<file path="src/rtl/mem_block_mover.sv">
// Block copy / block fill engine for the data bsram, one word per clock.
// Owns both bsram ports while busy; copy reads run one cycle ahead of their writes.
//
// state | meaning
// IDLE  | waiting for start, request fields latched on start
// COPY  | issuing reads src+k, writing the word read on the previous cycle
// DRAIN | last copy write, no read issued
// FILL  | writing fill_value to dst+k
// FIN   | one-cycle done pulse
module mem_block_mover #(
    parameter int WIDTH = 10
) (
    input  logic             clk,
    input  logic             reset,
    input  logic             start,
    input  logic             mode,
    input  logic [WIDTH-1:0] src,
    input  logic [WIDTH-1:0] dst,
    input  logic [WIDTH:0]   len,
    input  logic [15:0]      fill_value,
    output logic             busy,
    output logic             done,
    output logic [WIDTH-1:0] mem_dout_addr,
    input  logic [15:0]      mem_dout,
    output logic             we,
    output logic [WIDTH-1:0] mem_din_addr,
    output logic [15:0]      mem_din
);

    typedef enum logic [2:0] {IDLE, COPY, DRAIN, FILL, FIN} state_t;

    state_t           state, state_nxt;
    logic [WIDTH:0]   cnt, cnt_nxt;
    logic [WIDTH-1:0] rd_addr, rd_addr_nxt;
    logic [WIDTH-1:0] wr_addr, wr_addr_nxt;
    logic [WIDTH-1:0] wr_ptr, wr_ptr_nxt;
    logic [15:0]      fill_q, fill_nxt;
    logic             we_q, we_nxt;
    logic             busy_q, busy_nxt;
    logic             done_q, done_nxt;
    logic             pass_q, pass_nxt;

    always_ff @(posedge clk or posedge reset) begin
        if (reset) begin
            state   <= IDLE;
            cnt     <= '0;
            rd_addr <= '0;
            wr_addr <= '0;
            wr_ptr  <= '0;
            fill_q  <= '0;
            we_q    <= 1'b0;
            busy_q  <= 1'b0;
            done_q  <= 1'b0;
            pass_q  <= 1'b0;
        end else begin
            state   <= state_nxt;
            cnt     <= cnt_nxt;
            rd_addr <= rd_addr_nxt;
            wr_addr <= wr_addr_nxt;
            wr_ptr  <= wr_ptr_nxt;
            fill_q  <= fill_nxt;
            we_q    <= we_nxt;
            busy_q  <= busy_nxt;
            done_q  <= done_nxt;
            pass_q  <= pass_nxt;
        end
    end

    always_comb begin
        state_nxt   = state;
        cnt_nxt     = cnt;
        rd_addr_nxt = rd_addr;
        wr_addr_nxt = wr_addr;
        wr_ptr_nxt  = wr_ptr;
        fill_nxt    = fill_q;
        we_nxt      = 1'b0;
        busy_nxt    = busy_q;
        done_nxt    = 1'b0;
        pass_nxt    = pass_q;
        case (state)
            IDLE: begin
                if (start) begin
                    fill_nxt = fill_value;
                    if (len == '0) begin
                        state_nxt = FIN;
                        done_nxt  = 1'b1;
                    end else begin
                        cnt_nxt  = len - 1'b1;
                        busy_nxt = 1'b1;
                        if (mode) begin
                            state_nxt   = FILL;
                            we_nxt      = 1'b1;
                            wr_addr_nxt = dst;
                            wr_ptr_nxt  = dst + 1'b1;
                            pass_nxt    = 1'b0;
                        end else begin
                            state_nxt   = COPY;
                            rd_addr_nxt = src;
                            wr_ptr_nxt  = dst;
                        end
                    end
                end
            end
            COPY: begin
                we_nxt      = 1'b1;
                wr_addr_nxt = wr_ptr;
                wr_ptr_nxt  = wr_ptr + 1'b1;
                pass_nxt    = 1'b1;
                if (cnt == '0) begin
                    state_nxt = DRAIN;
                end else begin
                    rd_addr_nxt = rd_addr + 1'b1;
                    cnt_nxt     = cnt - 1'b1;
                end
            end
            DRAIN: begin
                state_nxt = FIN;
                busy_nxt  = 1'b0;
                done_nxt  = 1'b1;
                pass_nxt  = 1'b0;
            end
            FILL: begin
                if (cnt == '0) begin
                    state_nxt = FIN;
                    busy_nxt  = 1'b0;
                    done_nxt  = 1'b1;
                end else begin
                    we_nxt      = 1'b1;
                    wr_addr_nxt = wr_ptr;
                    wr_ptr_nxt  = wr_ptr + 1'b1;
                    cnt_nxt     = cnt - 1'b1;
                end
            end
            FIN: begin
                state_nxt = IDLE;
            end
            default: begin
                state_nxt = IDLE;
            end
        endcase
    end

    assign busy          = busy_q;
    assign done          = done_q;
    assign we            = we_q;
    assign mem_dout_addr = rd_addr;
    assign mem_din_addr  = wr_addr;
    // bsram read data is already registered and arrives in the write cycle, so copy data
    // is forwarded through a registered select rather than re-registered (which would add a cycle).
    assign mem_din       = pass_q ? mem_dout : fill_q;

endmodule

</file>
<file path="config.mk">
export PLATFORM = sky130hd
export DESIGN_NAME = mem_block_mover
export DESIGN_NICKNAME = d
export VERILOG_FILES = /design/src/rtl/mem_block_mover.sv
export SDC_FILE = /design/constraint.sdc
export NUM_CORES = 1
export LEC_CHECK = 0
export CAP_MARGIN = 25
export CORE_ASPECT_RATIO = 1.4
export CORE_MARGIN = 2
export CORE_UTILIZATION = 49
export DETAILED_ROUTE_END_ITERATION = 16
export PLACE_DENSITY = 0.82
export SYNTH_ARGS = -nofsm -noshare
export SYNTH_HDL_FRONTEND = slang
export SYNTH_SLANG_ARGS = --single-unit
</file>
<file path="constraint.sdc">
create_clock -name clk -period 3.66 [get_ports clk]
set_input_delay 0.732 -clock clk [delete_from_list [all_inputs] [get_ports clk]]
set_output_delay 0.732 -clock clk [all_outputs]
set_load 0.02 [all_outputs]
</file>
======== Word-level counts from Yosys, hierarchy flattened ========
Cells that the tools add are included.
W data, S select, Z words.
cells by class
  $add $sub $neg .......................... 5
  eq/ne operators ......................... 12
  mux-type cells .......................... 43
  reductions and logical operators ........ 17
operator list
  operator                 count
  $mux W10                 12
  $pmux W10 S3             2
  $mux W11                 3
  $add A10 B1 Y10 const B  3
  $logic_not A11 Y1        2
  $pmux W11 S2             1
  $sub A11 B1 Y11 const B  2
  $pmux W10 S2             1
  $ne A2 B2 Y1 const B     9
  $mux W16                 1
  $reduce_and A4 Y1        4
  $mux W1                  13
  $mux W3                  4
  $pmux W1 S3              4
  $pmux W3 S4              1
  $reduce_and A5 Y1        2
  $reduce_bool A3 Y1       3
  $eq A3 B2 Y1 const B     2
  $reduce_bool A2 Y1       2
  $eq A3 B1 Y1 const B     1
  $logic_not A3 Y1         1
  $reduce_and A3 Y1        1
  $mux W2                  1
  $reduce_and A2 Y1        1
  $reduce_or A2 Y1         1
storage, ports and cells
  bits in registers ....................... 64
  input port bits ......................... 67
  output and inout port bits .............. 39
  logic and storage cells ................. 87

======== Depth between registers and ports, before layout ========
  word-level depth ........................ 5
  gate-level depth with buffers ........... 12
  mapped depth without buffers ............ 8

======== Worst setup path before layout ========
Ideal clock, no wire load.
  path type ............................... register -> register
  from .................................... register state[0]
  to ...................................... register cnt[8]
  library setup time ...................... 0.130 ns
  arrival time ............................ 2.946 ns
  data required time ...................... 3.530 ns
  path slack .............................. 0.584 ns
  stages on the path, launching flop included .. 13
  path buffers ............................ 4
  period minus slack after synthesis ...... 3.076 ns
  cell sequence ........................... dfrtp_1 buf_2 nor2b_1 buf_2 buf_2 buf_1 mux2i_1 ha_1 nor4bb_1 a32oi_1 or3_1 a32oi_1 o21ai_0
on the way
  word-level cells in the longest chain between the ends .. 4
  elaborated cells between the ends (all ways) .. 10
  those cells by class .................... 5 x eq/ne; 1 x mux; 4 x reduce/logical
RTL lines
  item                                                                 RTL line  text
  from (decl)                                                          32        state_t state, state_nxt;
  from (signal assigned)                                               56        state <= state_nxt;
  $eq A3 B2 Y1 or $eq A3 B1 Y1 (tied branches)                         80        case (state)
  $reduce_or A2 Y1 (no source line)                                    --
  $ne A2 B2 Y1 (no source line) or $reduce_bool A2 Y1 (tied branches)  --
  $reduce_and A4 Y1 (no source line)                                   --
  to (signal assigned)                                                 57        cnt <= cnt_nxt;
  to (decl)                                                            33        logic [WIDTH:0] cnt, cnt_nxt;
Parallel ways exist; a longest one is shown, timed or not.
A chain may end at the register's enable or synchronous reset.

======== Worst setup path after layout ========
  from .................................... register state[2]
  to ...................................... register cnt[8]
Same word-level chain as after synthesis.

==> metrics.yaml <==
rrSetupSlack_ns: 0.80
tightest_slew_ns: 0.686
gr-usage-met3_pct: 4.84
hpwl_mm: 7.44
met2_usage_pct: 42.4
dp_cells: 608
synth.area.top_cells: "dfrtp_1 41%, mux2_2 9.2%, nand2_1 5.9%, a21oi_1 4.4%, o21ai_0 3.3%"
syn_area_sq_um: 3900
clk_latency_ns: 0.34
clock.fmax_ghz: 0.350
grt_use_total_pct: 24.3
whs_path_depth: 1
cts_resized: 0
finalSetupViolations: 0
fin_util_pct: 67.4
p_per_area_nw_per_um2: 814
clock_skew_ns: 0.0103
critical_path_class: "reg2reg"
ys_ff_latch: 64
vias: 3721
ioPinCount: 106
gp_congestion: 0.914
ys_types: 62
overflow: 0
synth_fp_nets: 488
crit_fanout: 14
grt_busiest_layer: "met2"
grt_antenna_before_repair: 0
grt_max_degree: 34
clock_sinks: 64
clock_path_buffers: 2
layout-drive-gt1-share_pct: 13.9
syn_avg_cell_area_sq_um: 9.34
r2r_cells: 8
seq_area_frac_synth_pct: 41.1
die-width_um: 79.4
synth_top_area_cell: "dfrtp_1"
core_sq_um: 7750
regArea_sq_um: 1600
synthFlopType: "dfrtp_1"
status: "finished, final reports clean"
cts-htree-levels: 3
route.detailed.drc: 0
dieArea_sq_um: 8690
post_cts_buffers: 0
start_kind: "register"
synth_cells: 417
drtIter0Drc: 213
fillCellCount: 639
fin_hold_ws_ns: 0.489
worstPathRequired_ns: 3.89
clkTransAtPathRegs_ns: 0.08
cpMaxStageDelayCell: "dfrtp_1"
root_buffer: "clkbuf_8"
leakage_uw: 0.00212
portBuffers: 105
reg2reg_to: "cnt[8]"
r2r-start: "state[2]"
routed_via_density: 5.95
grt_pass1_vias: 3534
dpl-instance-area_sq_um: 5040
fin_crit_ns: 2.86
dr.pass1.iters: 5
path_common_cell: "a32oi_1"
worstSetupEndpointType: "register"
design_area_sq_um: 5230
synth_top_area_share_pct: 41.1
ant_nets: 0
wl_per_cell_um: 16.2
postCtsHoldBufs: 0
hold_violations: 0
arrival_ns: 3.08
multiInputGateArea_sq_um: 2190
min_to: "busy"
final_nets: 591
async_reset_ff_share_pct: 100
grt_pass1_wl_mm: 16.6
period_share_pct: 78.1
max_cap_violations: 0
hp-class: "reg2reg"
ys.warnings.count: 0
fin_cells: 625
syn_to_final_growth_pct: 34.1
slew-limit-headroom_pct: 54.3
setup_tns_ns: 0
max_stage_delay_ns: 0.71
cts_buffers: 9
die_height_um: 110
drt_wl_total_mm: 10.1
met1_usage_pct: 29.3
synth_edf_count: 0
n_antenna_cell: 0
slew_violations: 0
hp-start: "busy"
placementRows: 38
cts_tree: "built"
cp_cell_sequence: "nand2b_1 -> mux2i_1 -> ha_1 -> nor4bb_1 -> a32oi_1 -> or3_1 -> a32oi_1 -> o21ai_0"
peakVddDrop_uv: 509
yosys-top-cells-count: "64 x dfrtp_1, 61 x nand2_1, 34 x a21oi_1, 34 x nor2_1, 32 x mux2_2"
rsz0062_at_grt: "no"
yosysMostFrequentCell: "dfrtp_1"
start_util_pct: 50.3
[registers in the layout, indices dropped and copies added (netlist names)]
register	count
fill_q	16
busy	1
mem_din_addr	10
we	1
pass_q	1
mem_dout_addr	10
done	1
wr_ptr	10
state	3
cnt	11
[how the worst max path moves through the flow]
stage | cells after the start | startpoint | slack (ns) | to
detailed placement | 6 | len[6] | 0.47 | wr_ptr[6]
global placement | 6 | len[6] | 0.61 | wr_ptr[0]
CTS | 2 | pass_q | 0.80 | mem_din[8]
finish | 8 | state[2] | 0.80 | cnt[8]
floorplan | 12 | state[0] | 0.58 | cnt[8]
global route | 8 | state[2] | 0.58 | cnt[8]
[per-stage QoR]
stage | total power (uW) | setup WS, ns
CTS | 4260 | 0.803
floorplan | 2900 | 0.584
detailed placement | 3690 | 0.470
finish | 4260 | 0.802
global placement | 3600 | 0.605
global route | 4570 | 0.585
[layer usage]
layer,part of all wire [%],up-vias
li1,-,1750
met1,39,1806
met2,53,147
met3,6.5,18
met4,2.1,0
met5,0,-
[final cells by class]
class                      count  area share [%]
tap                          100            2.39
clock inverter                 6           0.862
sequential                    64            30.6
multi-input combinational    327            41.8
inverter                       4           0.287
timing repair buffer         114            21.4
clock buffer                  10            2.63
[critical path, delay by kind of cell, from the launching register on]
| family | cells | cell delay, ns |
|---|---|---|
| AO/OA/AOI/OAI | 3 | 0.53 |
| adder cells (fa/ha/maj) | 1 | 0.27 |
| flip-flops | 1 | 0.71 |
| multiplexers | 1 | 0.21 |
| AND/OR/NAND/NOR | 3 | 1.01 |
[cells in the final DEF, fill, tap and decap left out, drive strengths merged, types with 4 or more instances in the layout]
master           n
and4             4
and3             7
nand3           10
dfrtp           64
a21oi           34
inv              4
ha               4
o22ai            9
or3              6
nand4            4
xnor2            8
or4              5
nor3             7
mux2i            9
a31oi           11
nand2           61
mux2            32
buf              9
xor2             7
nor3b            5
clkbuf          10
nor2            34
clkdlybuf4s50  105
o21ai           27
[power by group]
part	leakage [uW]	switching [uW]	internal, uW
registers	0.000749	367	1060
clock network	0.0000845	297	265
logic	0.00128	1190	1080
[cell families after synthesis]
group           after synthesis  share of synthesized area [%]
mux                          41                           11.6
xor+xnor                     15                           3.37
flops                        64                           41.1
buf+inv                      26                           3.02
fa+ha+maj                     4                           1.28
compound gates              111                           19.0
simple gates                156                           20.6
No activity file was read; power rests on OpenSTA's default activity.
